<file path="src/rtl/uart_pkg.sv">
// Shared UART definitions: frame constants, FSM state encodings and the
// parity helper. Used by both the transmitter and the receiver so the two
// ends always agree on framing.
package uart_pkg;

  // Frame constants
  localparam int unsigned DATA_BITS   = 8;
  localparam logic        IDLE_LEVEL  = 1'b1;
  localparam logic        START_LEVEL = 1'b0;
  localparam logic        STOP_LEVEL  = 1'b1;

  // Data-bit index: 0..DATA_BITS-1, never wraps within a frame
  localparam int unsigned           BIT_IDX_W    = 3;
  localparam logic [BIT_IDX_W-1:0]  FIRST_BIT_IDX = 3'd0;
  localparam logic [BIT_IDX_W-1:0]  LAST_BIT_IDX  = 3'd7;

  // Bit-period counter width (covers CLKS_PER_BIT up to 65535)
  localparam int unsigned BAUD_CNT_W = 16;

  // FSM state encodings
  localparam int unsigned STATE_W = 3;
  localparam logic [STATE_W-1:0] ST_IDLE   = 3'd0;
  localparam logic [STATE_W-1:0] ST_START  = 3'd1;
  localparam logic [STATE_W-1:0] ST_DATA   = 3'd2;
  localparam logic [STATE_W-1:0] ST_PARITY = 3'd3;
  localparam logic [STATE_W-1:0] ST_STOP   = 3'd4;

  // Even parity: the bit that makes the total count of ones even
  function automatic logic even_parity(input logic [DATA_BITS-1:0] data);
    return ^data;
  endfunction

endpackage

</file>
<file path="src/rtl/uart_baud_tick.sv">
// Bit-period timer. A down-counter reloaded with CLKS_PER_BIT-1 on every
// bit boundary; 'tick' marks the last cycle of the current bit period.
// 'load' restarts the period (used on frame acceptance), 'run' lets the
// counter advance while a frame is on the line.
module uart_baud_tick
  import uart_pkg::*;
#(
  parameter int unsigned CLKS_PER_BIT = 16
) (
  input  logic clk_in,
  input  logic reset,
  input  logic load,
  input  logic run,
  output logic tick
);

  localparam logic [BAUD_CNT_W-1:0] RELOAD = BAUD_CNT_W'(CLKS_PER_BIT - 1);

  logic [BAUD_CNT_W-1:0] cnt_q;
  logic [BAUD_CNT_W-1:0] cnt_d;
  logic                  at_zero_s;

  assign at_zero_s = (cnt_q == 16'd0);

  // Next count: restart on load, otherwise count down and wrap to RELOAD
  always_comb begin
    cnt_d = cnt_q;
    if (load) begin
      cnt_d = RELOAD;
    end else if (run) begin
      if (at_zero_s) begin
        cnt_d = RELOAD;
      end else begin
        cnt_d = cnt_q - 16'd1;
      end
    end else begin
      cnt_d = cnt_q;
    end
  end

  // Boundary tick: last cycle of a bit period while a frame is active
  assign tick = run & at_zero_s;

  // Counter register with synchronous reset
  always_ff @(posedge clk_in) begin
    if (reset) begin
      cnt_q <= 16'd0;
    end else begin
      cnt_q <= cnt_d;
    end
  end

endmodule

</file>
<file path="src/rtl/uart_transmitter.sv">
// UART transmitter: 8 data bits, LSB first, one start and one stop bit.
// Optional even parity bit between the last data bit and the stop bit when
// the macro UART_TX_PARITY_EN is defined (11-bit frame instead of 10).
// All outputs are registered; tx_out goes low on the first cycle after the
// accepting edge.
module uart_transmitter
  import uart_pkg::*;
#(
  parameter int unsigned CLKS_PER_BIT = 16
) (
  input  logic                 clk_in,
  input  logic                 reset,
  input  logic                 tx_valid,
  input  logic [DATA_BITS-1:0] tx_data,
  output logic                 tx_ready,
  output logic                 tx_out,
  output logic                 tx_done
);

  logic [STATE_W-1:0]   state_q,   state_d;
  logic [DATA_BITS-1:0] shift_q,   shift_d;
  logic [BIT_IDX_W-1:0] bit_idx_q, bit_idx_d;
  logic                 tx_out_q,  tx_out_d;
  logic                 tx_ready_q, tx_ready_d;
  logic                 tx_done_q, tx_done_d;
`ifdef UART_TX_PARITY_EN
  logic                 parity_q,  parity_d;
`endif

  logic accept_s;
  logic tick_s;
  logic run_s;

  // tx_ready_q is high exactly in IDLE, so it doubles as the IDLE qualifier
  assign accept_s = tx_valid & tx_ready_q;
  assign run_s    = (state_q != ST_IDLE);

  uart_baud_tick #(
    .CLKS_PER_BIT (CLKS_PER_BIT)
  ) u_baud_tick (
    .clk_in (clk_in),
    .reset  (reset),
    .load   (accept_s),
    .run    (run_s),
    .tick   (tick_s)
  );

  // Frame sequencing: state, shift register, data-bit index
  always_comb begin
    state_d   = state_q;
    shift_d   = shift_q;
    bit_idx_d = bit_idx_q;
`ifdef UART_TX_PARITY_EN
    parity_d  = parity_q;
`endif
    case (state_q)
      ST_IDLE: begin
        if (accept_s) begin
          state_d   = ST_START;
          shift_d   = tx_data;
          bit_idx_d = FIRST_BIT_IDX;
`ifdef UART_TX_PARITY_EN
          parity_d  = even_parity(tx_data);
`endif
        end else begin
          state_d = ST_IDLE;
        end
      end
      ST_START: begin
        if (tick_s) begin
          state_d   = ST_DATA;
          bit_idx_d = FIRST_BIT_IDX;
        end else begin
          state_d = ST_START;
        end
      end
      ST_DATA: begin
        if (tick_s) begin
          if (bit_idx_q == LAST_BIT_IDX) begin
`ifdef UART_TX_PARITY_EN
            state_d = ST_PARITY;
`else
            state_d = ST_STOP;
`endif
          end else begin
            // Next data bit moves into shift[0]; index stops at 7
            bit_idx_d = bit_idx_q + 3'd1;
            shift_d   = {1'b0, shift_q[DATA_BITS-1:1]};
          end
        end else begin
          state_d = ST_DATA;
        end
      end
`ifdef UART_TX_PARITY_EN
      ST_PARITY: begin
        if (tick_s) begin
          state_d = ST_STOP;
        end else begin
          state_d = ST_PARITY;
        end
      end
`endif
      ST_STOP: begin
        if (tick_s) begin
          state_d = ST_IDLE;
        end else begin
          state_d = ST_STOP;
        end
      end
      default: begin
        state_d   = ST_IDLE;
        shift_d   = 8'd0;
        bit_idx_d = 3'd0;
      end
    endcase
  end

  // Output decode from the next state so the line level lands with the state
  always_comb begin
    tx_out_d   = IDLE_LEVEL;
    tx_ready_d = (state_d == ST_IDLE);
    tx_done_d  = (state_q == ST_STOP) & tick_s;
    case (state_d)
      ST_IDLE:   tx_out_d = IDLE_LEVEL;
      ST_START:  tx_out_d = START_LEVEL;
      ST_DATA:   tx_out_d = shift_d[0];
`ifdef UART_TX_PARITY_EN
      ST_PARITY: tx_out_d = parity_d;
`endif
      ST_STOP:   tx_out_d = STOP_LEVEL;
      default:   tx_out_d = IDLE_LEVEL;
    endcase
  end

  // State and output registers; reset wins over everything including tx_valid
  always_ff @(posedge clk_in) begin
    if (reset) begin
      state_q    <= ST_IDLE;
      shift_q    <= 8'd0;
      bit_idx_q  <= 3'd0;
      tx_out_q   <= IDLE_LEVEL;
      tx_ready_q <= 1'b1;
      tx_done_q  <= 1'b0;
`ifdef UART_TX_PARITY_EN
      parity_q   <= 1'b0;
`endif
    end else begin
      state_q    <= state_d;
      shift_q    <= shift_d;
      bit_idx_q  <= bit_idx_d;
      tx_out_q   <= tx_out_d;
      tx_ready_q <= tx_ready_d;
      tx_done_q  <= tx_done_d;
`ifdef UART_TX_PARITY_EN
      parity_q   <= parity_d;
`endif
    end
  end

  assign tx_out   = tx_out_q;
  assign tx_ready = tx_ready_q;
  assign tx_done  = tx_done_q;

endmodule

</file>
<file path="config.mk">
export PLATFORM = sky130hd
export DESIGN_NAME = uart_transmitter
export DESIGN_NICKNAME = d
export VERILOG_FILES = /design/src/rtl/uart_pkg.sv /design/src/rtl/uart_baud_tick.sv /design/src/rtl/uart_transmitter.sv
export SDC_FILE = /design/constraint.sdc
export NUM_CORES = 1
export LEC_CHECK = 0
export BUFFER_PORTS_ARGS = -buffer_cell sky130_fd_sc_hd__buf_2
export CORE_ASPECT_RATIO = 1.75
export CORE_UTILIZATION = 45
export CTS_BUF_LIST = sky130_fd_sc_hd__clkbuf_16
export DETAILED_ROUTE_END_ITERATION = 10
export PLACE_DENSITY = 0.65
export SLEW_MARGIN = 10
export SYNTH_ARGS = -nofsm -noshare
export SYNTH_HDL_FRONTEND = slang
export SYNTH_SLANG_ARGS = --single-unit
</file>
<file path="constraint.sdc">
create_clock -name clk_in -period 2 [get_ports clk_in]
set_input_delay 0.2 -clock clk_in [delete_from_list [all_inputs] [get_ports clk_in]]
set_output_delay 0.2 -clock clk_in [all_outputs]
set_load 0.03 [all_outputs]
</file>
==> key figures, run 1 <==
STA
  • Max Slew Vio Count: 0
  • Fin Setup TNS: 0 ns
  • Crit path time final: 1.978 ns
  • Slew @ Worst Pin: 0.4665 ns
  • Unrepaired setup endpoints after global routing: yes
  • Slew HR: 68.10%
  • Final hold viol count: 0
  • F_max: 505.5 MHz
  • Hold slack: 0.1640 ns
  • # setup viols final: 0
  • Tcrit/Tclk final: 98.91%
  • Layout Skew: 0.005996 ns

Status
  • Failing checks: design-rule violations
  • Status: complete, but fails checks

Route
  • ANT nets after route: 0
  • Routed wire length: 4125 um
  • DRT Pass-1 Iters: 10
  • # DRC: 1
  • Via count: 1,557
  • Initial DRC Count: 40
  • Vias/cell: 5.641
  • DR WL/cell: 14.95 um

Layout
  • NumNets Final: 245
  • Layout area overhead: 34.58%
  • Diode count: 0
  • Final Cell Area: 2123 um2
  • Layout cells sized above 1: 30.74%
  • Fillers: 286
  • Fin cells: 276

Synthesis
  • Register area share after synthesis: 41.87%
  • Mapped Area: 1578 um2
  • Syn_area_per_cell: 8.304 um2
  • Dominant synthesized flop cell: dfxtp_1
  • Synth Instances: 190
  • Most frequent cell after synthesis: dfxtp_1
  • Top-area cell type share of the netlist area: 41.87%
  • EDFF count, synth: 0
  • Top post-synthesis cells by area: dfxtp_1, a21oi_1, o21ai_0
  • Seq cells post-synth: 33
  • Ys async rst share: 0%
  • Synth area leader: dfxtp_1
  • Syn. warnings: 0
  • Synth cell count leaders: dfxtp_1, a21oi_1, o21ai_0
  • Post-synth net total: 205
  • Distinct cells, synth: 34

Floorplan
  • Core box area: 3363 um2
  • Die ar.: 3756 um2
  • Initial Util: 46.91%
  • Die H: 80.33 um
  • IO Pins: 14
  • Die width: 46.76 um
  • Rows: 28

Global route
  • Largest net degree at the start of global routing: 23
  • Total track usage: 23.72%
  • First-pass GRT wire length: 6451 um
  • Vias in the first global route: 1,502
  • Initial antenna violation count: 0
  • Global route overflow: 0

Clock tree
  • Clock tree sinks: 33
  • Clk root buf: clkbuf_16
  • CTS Buf Count: 5
  • Clk_lat worst skew: 0.28 ns
  • CTS Hold Buffers Added: 0
  • CTS H-tree depth: 2
  • CTS tree: built
  • Clk slew on worst S/H paths: 0.06 ns
  • Clk buf depth: 2

Placed design
  • Port bufs: 13
  • DP HPWL: 2854 um
  • DP Cell Count: 266
  • Placed instance area: 1874 um2
  • GP Congestion: 0.8815

Setup path
  • Critical path's slowest cell: or4_4
  • Startpoint types: register
  • Critical-path cell list: or4_4 > nand4bb_4 > or4_4 > o211ai_4 > a21oi_1
  • Worst EP required: 2.16 ns
  • Worst-path maximum fanout: 4
  • Slowest Stage Delay on Critical Path: 0.56 ns
  • Setup crit end kind: register
  • Cell repeated most along the worst path: or4_4
  • Kind of critical path: register to register
  • CP arrival: 2.14 ns

Min path
  • Hold Crit Class: input port to register

Power
  • Tot Pwr: 0.002159 W
  • P_leak: 0.8220 nW
  • Peak VDD IR: 827.1 uV
  • Pwr per Cell Area: 1017 nW/um2

Flow run
  • Max Cap Viol: 0
-- final cells by class --
class,count,area [um2],area share (%)
multi-input cells,141,942.2,44.37
flip-flops and latches,33,661.9,31.17
inverters,5,18.77,0.8839
repair buffers,44,301.5,14.20
clock buffers,5,125.1,5.893
well taps,45,56.30,2.652
clock inverters,3,17.52,0.8250
-- critical path: cells and delay by family (launching register included) --
| family | cells | cell delay [ns] |
|---|---|---|
| flip-flops | 1 | 0.31 |
| AO/OA/AOI/OAI | 2 | 0.19 |
| AND/OR/NAND/NOR | 3 | 1.35 |
-- placed cells by master, fill, tap and decap left out, types with 2 or more instances in the layout --
cell       instances
a211oi_1           2
a211oi_2           2
a21oi_1           21
a22oi_1            6
a31oi_1            2
buf_2             13
buf_4             30
clkbuf_16          5
clkinv_2           2
dfxtp_1           32
ha_1               4
inv_1              5
nand2_1           11
nand3_1            6
nor2_1            20
nor3_1             4
nor3_2             2
nor4_1             2
o21ai_0           20
or3_1              6
or4_1              3
or4_4              4
xnor2_1            5
xor2_1             2
-- state kept, by name (all words and copies together), names as in the netlist --
| signal | count |
|---|---|
| bit_idx_q | 3 |
| state_q | 3 |
| shift_q | 8 |
| u_baud_tick.cnt_q | 16 |
| tx_done | 1 |
| tx_out | 1 |
| tx_ready | 1 |
-- timing repair --
action | 4_1_cts | 5_1_grt
hold endpoints to repair | 0 | 0
cloned | 0 | 1
buffers inserted | 0 | 1
pin swaps | 1 | 1
setup endpoints to repair | 15 | 26
resized for setup | 4 | 18
-- power breakdown --
group,internal [W],switching (W)
logic,0.000298,0.000361
clock network,0.000456,0.000281
registers,0.000721,0.0000433
-- path summary, 6_finish.rpt --
check | cells past startpoint | startpoint | slack, ns | end
max | 5 | u_baud_tick.cnt_q[10] | 0.02 | tx_out
min | 3 | tx_data[7] | 0.16 | shift_q[7]
min reg2reg | 2 | shift_q[2] | 0.48 | shift_q[2]
max reg2reg | 5 | u_baud_tick.cnt_q[10] | 0.02 | tx_out
-- layer usage --
metal  vias to the layer above  share of wire [%]  GRT usage, %
li1                        776                  -             -
met1                       748                 39         25.31
met2                        26                 56         41.67
met3                         7                1.8         4.494
met4                         0                2.8         11.71
met5                         -                  0             0
-- stage by stage --
step	worst slack (ns)	utilization, %
5_1_grt	-0.06437	63.13
3_5_place_dp	-0.07980	55.73
2_1_floorplan	-0.06398	-
3_3_place_gp	-0.04541	55.73
6_report	0.02182	63.13
4_1_cts	0.006124	60.79
-- cell families (layout without fill, tap and decap cells) --
logic type / count (synthesis) / after routing / synth area share (%)
AND/OR/NAND/NOR: 66 / 66 / 23.24
AO/OA/AOI/OAI: 64 / 64 / 23.95
flip-flops: 33 / 33 / 41.87
buffers and inverters: 16 / 57 / 3.886
XOR/XNOR: 7 / 7 / 3.886
adder cells (fa/ha/maj): 4 / 4 / 3.172
Note: power is estimated with default switching activity, not from simulation.
==> run 2: changes to the inputs <==
--- a/config.mk
+++ b/config.mk
@@ -7,10 +7,9 @@
 export LEC_CHECK = 0
 export BUFFER_PORTS_ARGS = -buffer_cell sky130_fd_sc_hd__buf_2
 export CORE_ASPECT_RATIO = 1.75
-export CORE_UTILIZATION = 45
+export CORE_UTILIZATION = 35
 export CTS_BUF_LIST = sky130_fd_sc_hd__clkbuf_16
 export DETAILED_ROUTE_END_ITERATION = 10
-export PLACE_DENSITY = 0.65
 export SLEW_MARGIN = 10
 export SYNTH_ARGS = -nofsm -noshare
 export SYNTH_HDL_FRONTEND = slang
==> key figures, run 2 (synthesis results as in run 1) <==
Power
  • Sw Ratio: 30.68%
  • P_leak: 0.8097 nW
  • Net switching power: 0.0006498 W
  • Int Power: 0.001468 W
  • Peak VDD IR: 620.3 uV
  • Clock share of power: 33.7%
  • Reg power frac: 36.2%
  • Tot Pwr: 0.002118 W
  • Combinational share of power: 30.1%
  • Pwr per Cell Area: 1003 nW/um2

Setup path
  • Critical-path cell list: or4_4 > buf_6 > or4_4 > or3_1 > a21oi_2
  • WP depth: 5
  • R2r endpoint: u_baud_tick.cnt_q[13]
  • Setup crit end kind: register
  • Kind of critical path: register to register
  • Reg2reg setup slack: -0.008 ns
  • Reg2reg path depth: 5
  • Worst reg2reg startpoint: u_baud_tick.cnt_q[8]
  • Worst-path maximum fanout: 4
  • Critical path capture point: u_baud_tick.cnt_q[13]
  • Worst path bufs/invs: 1
  • Critical path's slowest cell: or4_4
  • Worst setup startpoint: u_baud_tick.cnt_q[8]
  • Slowest Stage Delay on Critical Path: 0.57 ns
  • Cell repeated most along the worst path: or4_4
  • Crit-path leading delay family: simple AND/OR/NAND/NOR gates
  • Startpoint types: register
  • CP arrival: 2.22 ns
  • Worst EP required: 2.21 ns

Floorplan
  • Rows: 32
  • Initial Util: 36.15%
  • Die H: 90.82 um
  • IO Pins: 14
  • Core box area: 4364 um2
  • Die ar.: 4791 um2
  • Die width: 52.76 um

Route
  • Initial DRC Count: 40
  • Vias/cell: 5.358
  • Routed wire length: 3918 um
  • Via count: 1,511
  • ANT nets after route: 0
  • DR WL/cell: 13.89 um
  • # DRC: 0
  • DRT Pass-1 Iters: 4

Layout
  • Layout cells sized above 1: 28.14%
  • Most frequent cells in the layout: dfxtp_1, buf_4, a21oi_1, nor2_1, o21ai_0
  • Core Util, Final: 48.37%
  • Max reg flops: 16
  • Layout area overhead: 33.78%
  • NumNets Final: 245
  • Diode count: 0
  • Largest registers: u_baud_tick.cnt_q x16, shift_q x8
  • Largest Register: u_baud_tick.cnt_q
  • Commonest non-fill, non-tap cell in the layout: dfxtp_1
  • Fillers: 414

Placed design
  • DP HPWL: 2812 um
  • Pre-CTS setup slack: -0.1070 ns
  • Port bufs: 13
  • GP Congestion: 0.7899

STA
  • Slew @ Worst Pin: 0.3864 ns
  • F_max: 498.1 MHz
  • Final hold viol count: 0
  • Final WS setup: -0.007762 ns
  • Layout Skew: 0.002112 ns
  • Crit path time final: 2.008 ns
  • Slew HR: 73.57%
  • Unrepaired setup endpoints after global routing: yes
  • Max Slew Vio Count: 0
  • Tcrit/Tclk final: 100.4%
  • # setup viols final: 1

Clock tree
  • CTS Buf Count: 5
  • Clk_lat worst skew: 0.28 ns
  • Clk buf depth: 2
  • Clock tree sinks: 33
  • CTS tree: built
  • Clk slew on worst S/H paths: 0.05 ns
  • CTS H-tree depth: 2
  • Clk root buf: clkbuf_16

Global route
  • Initial antenna violation count: 0
  • Vias in the first global route: 1,494
  • Largest net degree at the start of global routing: 23
  • Global route overflow: 0
  • Total track usage: 18.88%
  • First-pass GRT wire length: 6755 um

Min path
  • Hold Crit Class: input port to register

Status
  • Status: complete, but fails checks
  • Failing checks: negative setup slack

Flow run
  • Max Cap Viol: 0
## run 2: metrics by stage
stage,TNS (ns),hold WS [ns],std cells,area [um2]
floorplan,-0.4482,0.2846,190,1580
global placement,-0.1748,0.4472,272,1882
detailed placement,-0.3292,0.4475,272,1882
CTS,-0.06066,0.1550,282,2063
global route,-0.5729,0.1671,282,2111
finish,-0.007762,0.1599,282,2111
## run 2: worst min-delay path, stage by stage
cell,delay [ns]
buf_2,0.09
nand2_1,0.04
a21oi_1,0.05
## run 2: layout make-up
type                       instances  area (um2)  share of cell area, %
multi-input combinational        141       924.6                  43.81
timing repair buffer              44       305.3                  14.46
clock inverter                     3       12.51                 0.5928
clock buffer                       5       125.1                  5.928
sequential                        33       660.6                  31.30
inverter                           5       18.77                 0.8892
tap                               51       63.81                  3.023
## run 2: how the worst min path moves through the flow
| stage | start | end | slack, ns | cells after the start |
|---|---|---|---|---|
| final | tx_data[7] | shift_q[7] | 0.16 | 3 |
| after detailed placement | tx_data[7] | shift_q[7] | 0.45 | 3 |
| after CTS | tx_data[7] | shift_q[7] | 0.15 | 3 |
| after global routing | tx_data[7] | shift_q[7] | 0.17 | 3 |
| after floorplan | reset | state_q[1] | 0.28 | 1 |
| after global placement | tx_data[7] | shift_q[7] | 0.45 | 3 |
## run 2: what timing repair did
item	in CTS	in global routing
hold endpoints to repair	0	0
setup buffers	1	0
hold buffers	0	0
pin swaps	3	3
resized for setup	10	9
gates cloned	1	0
endpoints found under the setup margin	24	21
## run 2: power groups by stage
stage | clock network, W | registers (W) | logic [W]
finish | 0.000714 | 0.000766 | 0.000638
global route | 0.000762 | 0.000775 | 0.000705
CTS | 0.000735 | 0.000764 | 0.000600
detailed placement | 0 | 0.000776 | 0.000562
global placement | 0 | 0.000775 | 0.000560
floorplan | 0 | 0.000788 | 0.000333
## run 2: routing by layer
layer,share of wire [%],vias up,global-route usage (%)
met1,39,695,19.40
met5,0,-,0
met3,2.7,7,4.882
li1,-,780,-
met2,56,29,33.54
met4,2.6,0,8.772
==> run 3: changes to the inputs <==
--- a/config.mk
+++ b/config.mk
@@ -6,10 +6,13 @@
 export NUM_CORES = 1
 export LEC_CHECK = 0
 export BUFFER_PORTS_ARGS = -buffer_cell sky130_fd_sc_hd__buf_2
+export CELL_PAD_IN_SITES_DETAIL_PLACEMENT = 0
+export CELL_PAD_IN_SITES_GLOBAL_PLACEMENT = 1
 export CORE_ASPECT_RATIO = 1.75
 export CORE_UTILIZATION = 35
 export CTS_BUF_LIST = sky130_fd_sc_hd__clkbuf_16
 export DETAILED_ROUTE_END_ITERATION = 10
+export PLACE_DENSITY_LB_ADDON = 0.1
 export SLEW_MARGIN = 10
 export SYNTH_ARGS = -nofsm -noshare
 export SYNTH_HDL_FRONTEND = slang
==> key figures, run 3 (synthesis results as in run 1) <==
Status
  • Status: complete, but fails checks
  • Failing checks: negative setup slack

Min path
  • Hold Crit Class: input port to register

Placed design
  • Port bufs: 13
  • DP Cell Count: 271
  • Placed instance area: 1874 um2
  • GP Congestion: 0.8097
  • DP HPWL: 2977 um

Route
  • DR WL/cell: 15.01 um
  • Via count: 1,576
  • Initial DRC Count: 14
  • # DRC: 0
  • DRT Pass-1 Iters: 2
  • Routed wire length: 4262 um
  • Vias/cell: 5.549
  • ANT nets after route: 0

Layout
  • Most frequent cells in the layout: dfxtp_1, buf_4, o21ai_0, nor2_1, a21oi_1
  • Diode count: 0
  • Max reg flops: 16
  • NumNets Final: 247
  • Largest Register: u_baud_tick.cnt_q
  • Fin cells: 284
  • Largest registers: u_baud_tick.cnt_q x16, shift_q x8
  • Final Cell Area: 2191 um2
  • Fillers: 440
  • Layout area overhead: 38.86%
  • Layout cells sized above 1: 34.33%
  • Register area: 663.1 um2
  • Area of the multi-input gates: 997.2 um2

STA
  • Layout Skew: 0.007406 ns
  • Slew HR: 69.13%
  • Unrepaired setup endpoints after global routing: yes
  • Slew @ Worst Pin: 0.4595 ns
  • Final hold viol count: 0
  • Crit path time final: 2.007 ns
  • Final WS setup: -0.007143 ns
  • F_max: 498.2 MHz
  • # setup viols final: 2
  • Tcrit/Tclk final: 100.4%
  • Max Slew Vio Count: 0

Setup path
  • Critical path's slowest cell: or4_4
  • Worst-path maximum fanout: 6
  • Kind of critical path: register to register
  • Setup crit end kind: register
  • Critical-path cell list: or4_4 > or3_4 > nor4_4 > buf_4 > buf_4 > nand2_1 > a21oi_1
  • Worst EP required: 2.20 ns
  • Cell repeated most along the worst path: buf_4
  • CP arrival: 2.21 ns
  • Slowest Stage Delay on Critical Path: 0.58 ns
  • Startpoint types: register

Global route
  • First-pass GRT wire length: 6430 um
  • Total track usage: 17.71%
  • Global route overflow: 0
  • Vias in the first global route: 1,487
  • Initial antenna violation count: 0
  • Largest net degree at the start of global routing: 23

Clock tree
  • Clk slew on worst S/H paths: 0.05 ns
  • CTS tree: built
  • CTS H-tree depth: 2
  • Clk buf depth: 2
  • CTS Buf Count: 5
  • CTS Hold Buffers Added: 0
  • Clk_lat worst skew: 0.28 ns
  • Clk root buf: clkbuf_16
  • Clock tree sinks: 33

Power
  • Tot Pwr: 0.002170 W
  • Pwr per Cell Area: 990.5 nW/um2
  • Peak VDD IR: 660.7 uV
  • P_leak: 0.8443 nW

Floorplan
  • Die ar.: 4791 um2
  • Rows: 32
  • Die H: 90.82 um
  • Initial Util: 36.15%
  • IO Pins: 14
  • Core box area: 4364 um2
  • Die width: 52.76 um

Flow run
  • Max Cap Viol: 0
[run 3: power by group]
part	total, W	leakage, nW	switching, W	internal [W]
clock network	0.000709	0.0748	0.000259	0.000450
logic	0.000686	0.500	0.000363	0.000323
registers	0.000775	0.270	0.0000529	0.000722
[run 3: final timing paths]
check                                           from      endpoint  slack, ns  cells after the start
worst min-delay path                      tx_data[7]    shift_q[7]       0.17                      3
worst min register to register            shift_q[4]    shift_q[4]       0.49                      2
worst max register to register  u_baud_tick.cnt_q[7]  bit_idx_q[2]     -0.007                      7
worst max-delay path            u_baud_tick.cnt_q[7]  bit_idx_q[2]     -0.007                      7
[run 3: area by class of cell]
| type | count | area share [%] |
|---|---|---|
| Inverter | 5 | 0.8567 |
| Timing Repair Buffer | 45 | 14.11 |
| Clock inverter | 3 | 0.6282 |
| Tap cell | 51 | 2.913 |
| Clock buffer | 5 | 5.711 |
| Multi-Input combinational cell | 142 | 45.52 |
| Sequential cell | 33 | 30.27 |
[run 3: layer usage]
metal	GRT usage (%)	share of wire (%)
met4	6.579	3.7
met3	3.030	2.1
met2	33.44	57
met5	0	0
met1	17.99	37
[run 3: stage by stage]
stage | setup TNS [ns] | worst slack (ns) | hold WS (ns) | utilization (%)
floorplan | -0.4482 | -0.06398 | 0.2846 | -
global placement | -1.101 | -0.1388 | 0.4413 | 42.95
detailed placement | -1.524 | -0.1411 | 0.4603 | 42.95
CTS | -0.03414 | -0.02860 | 0.1649 | 47.16
global route | -0.4826 | -0.08548 | 0.1760 | 50.20
finish | -0.01180 | -0.007143 | 0.1701 | 50.20
[run 3: worst max-delay path, delay by kind of cell (launching register included)]
family                 cells  cell delay, ns
buffers and inverters      2            0.29
AND/OR/NAND/NOR            4            1.20
flip-flops                 1            0.31
AO/OA/AOI/OAI              1            0.12
[run 3: timing repair]
item | 4_1_cts | 5_1_grt
gates cloned | 0 | 1
pin swaps | 0 | 8
endpoints found under the setup margin | 25 | 26
setup buffers | 1 | 3
gates resized for setup | 6 | 22
